===== src/rtl/cq_pkg.sv =====
// Shared definitions for the CQ request decoder: request type codes, descriptor
// and tuser field positions, the FSM state enum and the decoded field bundle.
package cq_pkg;

    localparam logic [3:0] MEM_RD = 4'd0;
    localparam logic [3:0] MEM_WR = 4'd1;

    localparam int TUSER_WIDTH = 85;

    // Descriptor (second beat) field positions within tdata
    localparam int DESC_DW_LSB   = 0;
    localparam int DESC_DW_MSB   = 10;
    localparam int DESC_TYPE_LSB = 11;
    localparam int DESC_TYPE_MSB = 14;
    localparam int DESC_RID_LSB  = 16;
    localparam int DESC_RID_MSB  = 31;
    localparam int DESC_TAG_LSB  = 32;
    localparam int DESC_TAG_MSB  = 39;
    localparam int DESC_BAR_LSB  = 48;
    localparam int DESC_BAR_MSB  = 50;

    // tuser field positions
    localparam int TUSER_FBE_LSB     = 0;
    localparam int TUSER_FBE_MSB     = 3;
    localparam int TUSER_LBE_LSB     = 4;
    localparam int TUSER_LBE_MSB     = 7;
    localparam int TUSER_BYTE_EN_LSB = 8;
    localparam int TUSER_BYTE_EN_MSB = 39;
    localparam int TUSER_SOP         = 40;

    typedef enum logic [2:0] {
        ADDR  = 3'd0,
        DESC  = 3'd1,
        DATA  = 3'd2,
        DRAIN = 3'd3,
        OUT   = 3'd4
    } cq_state_e;

    typedef struct packed {
        logic [63:0] addr;
        logic [3:0]  first_be;
        logic [10:0] dword_count;
        logic [3:0]  req_type;
        logic [15:0] requester_id;
        logic [7:0]  tag;
        logic [2:0]  bar_id;
    } cq_fields_t;

    // Only single-DWORD memory reads and writes are decodable.
    function automatic logic fmt_ok(input cq_fields_t f);
        return ((f.req_type == MEM_RD) || (f.req_type == MEM_WR)) && (f.dword_count == 11'd1);
    endfunction

endpackage


===== src/rtl/cq_desc_parse.sv =====
// Combinational extractor: slices address, descriptor and first_be fields out of
// the current CQ beat. Which beat the fields belong to is decided by the caller.
module cq_desc_parse
    import cq_pkg::*;
(
    input  logic [63:0]            tdata,
    input  logic [TUSER_WIDTH-1:0] tuser,
    output cq_fields_t             fields
);

    always_comb begin
        fields              = '0;
        fields.addr         = {tdata[63:2], 2'b00};
        fields.first_be     = tuser[TUSER_FBE_MSB:TUSER_FBE_LSB];
        fields.dword_count  = tdata[DESC_DW_MSB:DESC_DW_LSB];
        fields.req_type     = tdata[DESC_TYPE_MSB:DESC_TYPE_LSB];
        fields.requester_id = tdata[DESC_RID_MSB:DESC_RID_LSB];
        fields.tag          = tdata[DESC_TAG_MSB:DESC_TAG_LSB];
        fields.bar_id       = tdata[DESC_BAR_MSB:DESC_BAR_LSB];
    end

    // last_be, byte_en, sop and the upper tuser bits carry nothing this decoder needs
    logic unused_bits;
    assign unused_bits = ^{tdata[1:0], tuser[TUSER_WIDTH-1:TUSER_FBE_MSB+1]};

endmodule


===== src/rtl/cq_axis_req_decoder.sv =====
// Decodes single-DWORD memory read/write TLPs from a 64-bit CQ AXI-Stream into a
// flat request with a valid/ready handshake; malformed TLPs are dropped and counted.
module cq_axis_req_decoder
    import cq_pkg::*;
#(
    parameter int C_DATA_WIDTH = 64,
    parameter int KEEP_WIDTH   = C_DATA_WIDTH / 32
)(
    input  logic                    user_clk,
    input  logic                    user_reset,
    input  logic [C_DATA_WIDTH-1:0] s_axis_cq_tdata,
    input  logic [TUSER_WIDTH-1:0]  s_axis_cq_tuser,
    input  logic                    s_axis_cq_tlast,
    input  logic [KEEP_WIDTH-1:0]   s_axis_cq_tkeep,
    input  logic                    s_axis_cq_tvalid,
    output logic [21:0]             s_axis_cq_tready,
    output logic                    req_valid,
    input  logic                    req_ready,
    output logic                    req_wr,
    output logic [63:0]             req_addr,
    output logic [31:0]             req_wdata,
    output logic [3:0]              req_be,
    output logic [7:0]              req_tag,
    output logic [15:0]             req_requester_id,
    output logic [2:0]              req_bar_id,
    output logic                    err_pulse,
    output logic [15:0]             err_count,
    output cq_state_e               fsm_state
);

    // Stream handshake: a beat transfers on a rising edge where tvalid and tready
    // are both 1. Request handshake: the request completes on a rising edge where
    // req_valid and req_ready are both 1; req_valid and all req_* fields hold until then.

    cq_state_e  state, state_next;
    cq_fields_t fields;
    logic       tready;
    logic       beat;
    logic       drop;
    logic       cap_addr;
    logic       cap_desc;
    logic       cap_data;
    logic       rd_ok;

    cq_desc_parse u_desc_parse (
        .tdata  (s_axis_cq_tdata),
        .tuser  (s_axis_cq_tuser),
        .fields (fields)
    );

    assign tready           = !user_reset && (state != OUT);
    assign s_axis_cq_tready = {22{tready}};
    assign beat             = s_axis_cq_tvalid && tready;
    assign req_valid        = (state == OUT);
    assign fsm_state        = state;

    always_comb begin
        state_next = state;
        drop       = 1'b0;
        cap_addr   = 1'b0;
        cap_desc   = 1'b0;
        cap_data   = 1'b0;
        rd_ok      = 1'b0;
        case (state)
            ADDR: begin
                if (beat) begin
                    if (s_axis_cq_tlast) begin
                        drop = 1'b1;
                    end else begin
                        cap_addr   = 1'b1;
                        state_next = DESC;
                    end
                end
            end
            DESC: begin
                if (beat) begin
                    cap_desc = 1'b1;
                    if (!fmt_ok(fields)) begin
                        drop       = 1'b1;
                        state_next = s_axis_cq_tlast ? ADDR : DRAIN;
                    end else if (fields.req_type == MEM_RD) begin
                        // A read carries no payload, so the descriptor must end the TLP
                        if (s_axis_cq_tlast) begin
                            rd_ok      = 1'b1;
                            state_next = OUT;
                        end else begin
                            drop       = 1'b1;
                            state_next = DRAIN;
                        end
                    end else begin
                        if (s_axis_cq_tlast) begin
                            drop       = 1'b1;
                            state_next = ADDR;
                        end else begin
                            state_next = DATA;
                        end
                    end
                end
            end
            DATA: begin
                if (beat) begin
                    cap_data = 1'b1;
                    if (s_axis_cq_tlast) begin
                        state_next = OUT;
                    end else begin
                        drop       = 1'b1;
                        state_next = DRAIN;
                    end
                end
            end
            DRAIN: begin
                if (beat && s_axis_cq_tlast) begin
                    state_next = ADDR;
                end
            end
            OUT: begin
                if (req_ready) begin
                    state_next = ADDR;
                end
            end
            default: state_next = ADDR;
        endcase
    end

    always_ff @(posedge user_clk) begin
        if (user_reset) begin
            state            <= ADDR;
            req_wr           <= 1'b0;
            req_addr         <= '0;
            req_wdata        <= '0;
            req_be           <= '0;
            req_tag          <= '0;
            req_requester_id <= '0;
            req_bar_id       <= '0;
            err_pulse        <= 1'b0;
            err_count        <= '0;
        end else begin
            state     <= state_next;
            err_pulse <= drop;
            if (drop && (err_count != 16'hFFFF)) begin
                err_count <= err_count + 16'd1;
            end
            if (cap_addr) begin
                req_addr <= fields.addr;
                req_be   <= fields.first_be;
            end
            if (cap_desc) begin
                req_wr           <= (fields.req_type == MEM_WR);
                req_tag          <= fields.tag;
                req_requester_id <= fields.requester_id;
                req_bar_id       <= fields.bar_id;
            end
            if (rd_ok) begin
                req_wdata <= '0;
            end
            if (cap_data) begin
                req_wdata <= s_axis_cq_tdata[31:0];
            end
        end
    end

    logic unused_keep;
    assign unused_keep = ^s_axis_cq_tkeep;

endmodule


===== config.mk =====
export PLATFORM = sky130hd
export DESIGN_NAME = cq_axis_req_decoder
export DESIGN_NICKNAME = d
export VERILOG_FILES = /design/src/rtl/cq_pkg.sv /design/src/rtl/cq_desc_parse.sv /design/src/rtl/cq_axis_req_decoder.sv
export SDC_FILE = /design/constraint.sdc
export NUM_CORES = 1
export LEC_CHECK = 0
export ABC_CLOCK_PERIOD_IN_PS = 3700
export BUFFER_PORTS_ARGS = -buffer_cell sky130_fd_sc_hd__buf_2
export CORE_MARGIN = 2
export CORE_UTILIZATION = 33
export CTS_BUF_LIST = sky130_fd_sc_hd__clkbuf_8
export CTS_CLUSTER_SIZE = 28
export DETAILED_ROUTE_END_ITERATION = 16
export SLEW_MARGIN = 20
export SYNTH_ARGS = -nofsm -noshare
export SYNTH_HDL_FRONTEND = slang
export SYNTH_SLANG_ARGS = --single-unit

===== constraint.sdc =====
create_clock -name user_clk -period 3.7 [get_ports user_clk]
set_clock_uncertainty 0.1 [all_clocks]
set_input_delay 0 -clock user_clk [delete_from_list [all_inputs] [get_ports user_clk]]
set_output_delay 0 -clock user_clk [all_outputs]
set_load 0.05 [all_outputs]

==> metrics.md <==
| Metric | Value |
|---|---|
| Status | `completed` |
| P&R area growth vs syn | `42.5%` |
| Detail Placement HPWL | `11400 microns` |
| WP data required | `4.00 ns` |
| Biggest cell delay along the critical path | `0.66 ns` |
| CP Cell Sequence | `dlygate4sd3_1, buf_4, or3b_1, or2_2, buf_4, nand2_1, a21oi_1, dlygate4sd3_1` |
| Crit path max fanout | `53` |
| Final core occ | `48.0%` |
| HP Start | `s_axis_cq_tdata[40]` |
| Cts repair resizes | `0` |
| DR vias | `5796` |
| Die Ht | `137 microns` |
| Fin Setup TNS | `0 ns` |
| Post-CTS setup buffer count | `0` |
| Io pins | `327` |
| Antenna cells | `0` |
| Routed wire length | `18100 microns` |
| Die span in x | `137 microns` |
| Nets | `around 1100` |
| Maximum vdd drop | `196 uV` |
| Leakage | `roughly 3.6 nW` |
| Cell Area, Synth | `5830 sq um` |
| Slew Limit Headroom | `27.4%` |
| Met2 routed wirelength | `8510 microns` |
| Sequential area share after synthesis | `50.2%` |
| Final non-filler cell area | `just over 8000 sq um` |
| Largest net degree at the start of global routing | `97` |
| Hold Vio Cnt, Final | `0` |
| Root Driver | `clkbuf_8` |
| Num rows | `48` |
| CP startpoint | `user_reset` |
| Share of post-route cells with drive strength above 1 | `between 30 and 40%` |
| Initial Util | `33.7%` |
| Clk sink count | `146` |
| MaxCap Viol Count | `0` |
| CP endpoint kind | `register` |
| DRC Markers | `0` |
| Dpl cells | `1099` |
| PD cells | `414 nW/um^2` |
| CTS Buf Count | `17` |
| Die footprint | `18700 sq um` |
| Port buffer count | `roughly 240` |
| RD Place Congestion | `0.796` |
| Fmax | `roughly 320 MHz` |
| Yosys Warn Count | `0` |
| Unrepaired setup endpoints after global routing | `false` |
| Clock latency at the later pin of the worst-skew pair | `~0.45 ns` |
| Vias in the first global route | `between 5000 and 6000` |
| Top delay family on crit path | `buffers and inverters` |
| Final Max Slew Viols | `0` |
| Met3 WL post-DR | `~1300 microns` |
| Worst hold slack | `0.216 ns` |
| Sequential cell area | `2920 sq um` |
| Most frequent cells in the layout | `buf_2 (240), nand2_1 (197), dfxtp_1 (146), a21oi_1 (107), dlygate4sd3_1 (89)` |
| Detailed Route Iter0 Violations | `238` |
| Post-layout minimum cycle time | `3.13 ns` |
| FF-to-FF Start | `fsm_state[1]` |
| Filler cells | `~1700` |
| Cells after synthesis | `696` |
| H-tree depth | `4` |
| Setup violators final | `0` |
| Worst setup path class | `in2reg` |
| CP max stage cell | `or2_2` |
| Place WS | `1.15 ns` |
| Placed cell areas | `6990 sq um` |
| Crit path buf inv count | `4` |
| Yosys cell types | `56` |
| Max layer used | `met4` |
| Avg Synthesized Cell Area | `roughly 8.4 sq um` |
| First-pass GRT wire length | `27100 microns` |
| CP arrival | `3.42 ns` |
| CTS tree | `yes` |
| GRT Total Usage | `18.5%` |
| Core Area | `roughly 17000 sq um` |
| Worst setup margin | `0.574 ns` |
| Area of the multi-input gates | `2490 sq um` |
| Startpoint Class | `primary input` |
| Most common cell after layout, fill and taps aside | `buf_2` |
| Clk buf depth | `2` |
| Slew @ Worst Pin | `1.09 ns` |
| Worst hold path type | `in2reg` |
| Initial antenna violation count | `0` |
| Via density | `4.75` |
| GRT overflow | `0` |
| Avg WL per Cell | `around 15 microns` |
| Pwr Total | `between 3 and 4 mW` |
| Final period utilization | `84.5%` |
| Drt pass-1 iters | `4` |
| Residual antenna-violating net count after detailed routing | `0` |
| Synth Register Bits | `around 150` |
| Final Non-Filler Cells | `1220` |
| Worst-path clk slew | `0.10 ns` |
| M1 WL | `7900 microns` |
## cell usage after synthesis, drive strengths merged
master	instances	area (sq um)
nor2b	4	25.0
a22oi	32	240
or4b	1	10.0
a31oi	1	6.26
a21oi	108	544
ha	4	50.1
nand2b	2	12.5
nor2	45	176
and3	2	13.8
nor3b	3	33.8
a211oi	1	7.51
nand3	9	50.1
o31a	1	8.76
conb	1	3.75
mux2	3	37.5
or4	3	26.3
o41ai	6	52.6
nand3b	3	22.5
o21ai	9	48.8
and4	2	17.5
o2111ai	1	26.3
clkbuf	21	78.8
o211ai	2	15.0
nor4	4	61.3
dfxtp	146	2920
nand4	3	25.0
a311oi	1	15.0
o22ai	1	6.26
a32o	1	10.0
nand2	197	739
or3	5	31.3
o31ai	2	15.0
buf	49	335
nor3	6	55.1
or3b	1	8.76
o311ai	4	35.0
or2	4	25.0
inv	8	32.5
## logic make-up after synthesis
family | after synthesis | share of synthesized area [%]
AND/OR/NAND/NOR | 294 | 22.9
AO/OA/AOI/OAI | 170 | 17.7
flip-flops | 146 | 50.2
buffers and inverters | 78 | 7.67
adder cells (fa/ha/maj) | 4 | 0.859
multiplexers | 3 | 0.644
other | 1 | 0.0644
## power by group
group	switching, mW	internal [mW]
clock network	0.734	0.581
logic	0.337	0.154
registers	0.0202	1.61
## tightest hold or removal path, cell delays in order
cell           delay, ns
dlygate4sd3_1       0.53
buf_2               0.12
nand2_1             0.04
a21oi_1             0.05
## what timing repair did
item,4_1_cts,5_1_grt
hold endpoints to repair,137,0
setup endpoints to repair,0,0
hold buffers,89,0
## final timing paths
path / slack [ns] / to / cells after the start
max: 0.57 / req_addr[56] / 8
min: 0.22 / req_addr[40] / 4
max reg2reg: 0.60 / req_addr[56] / 6
min reg2reg: 0.35 / req_wr / 2
## metal layers
metal / up-vias / global-route usage (%)
met5: - / 0
met4: 0 / 7.10
met3: 24 / 5.37
met2: 205 / 30.8
met1: 2650 / 22.7
li1: 2917 / -
## registers in the layout, indices dropped and copies added (netlist names)
signal            cells
req_bar_id            3
fsm_state             3
err_count            16
req_be                4
req_wdata            32
req_addr             62
req_wr                1
err_pulse             1
req_requester_id     16
req_tag               8
## final cells by class
type / count / area share [%]
sequential: 146 / 35.2
multi-input combinational: 473 / 30.0
timing repair buffer: 336 / 26.0
tap: 225 / 3.39
clock buffer: 17 / 2.82
clock inverter: 15 / 2.20
inverter: 8 / 0.392
Power figures use the tool's default switching activity.
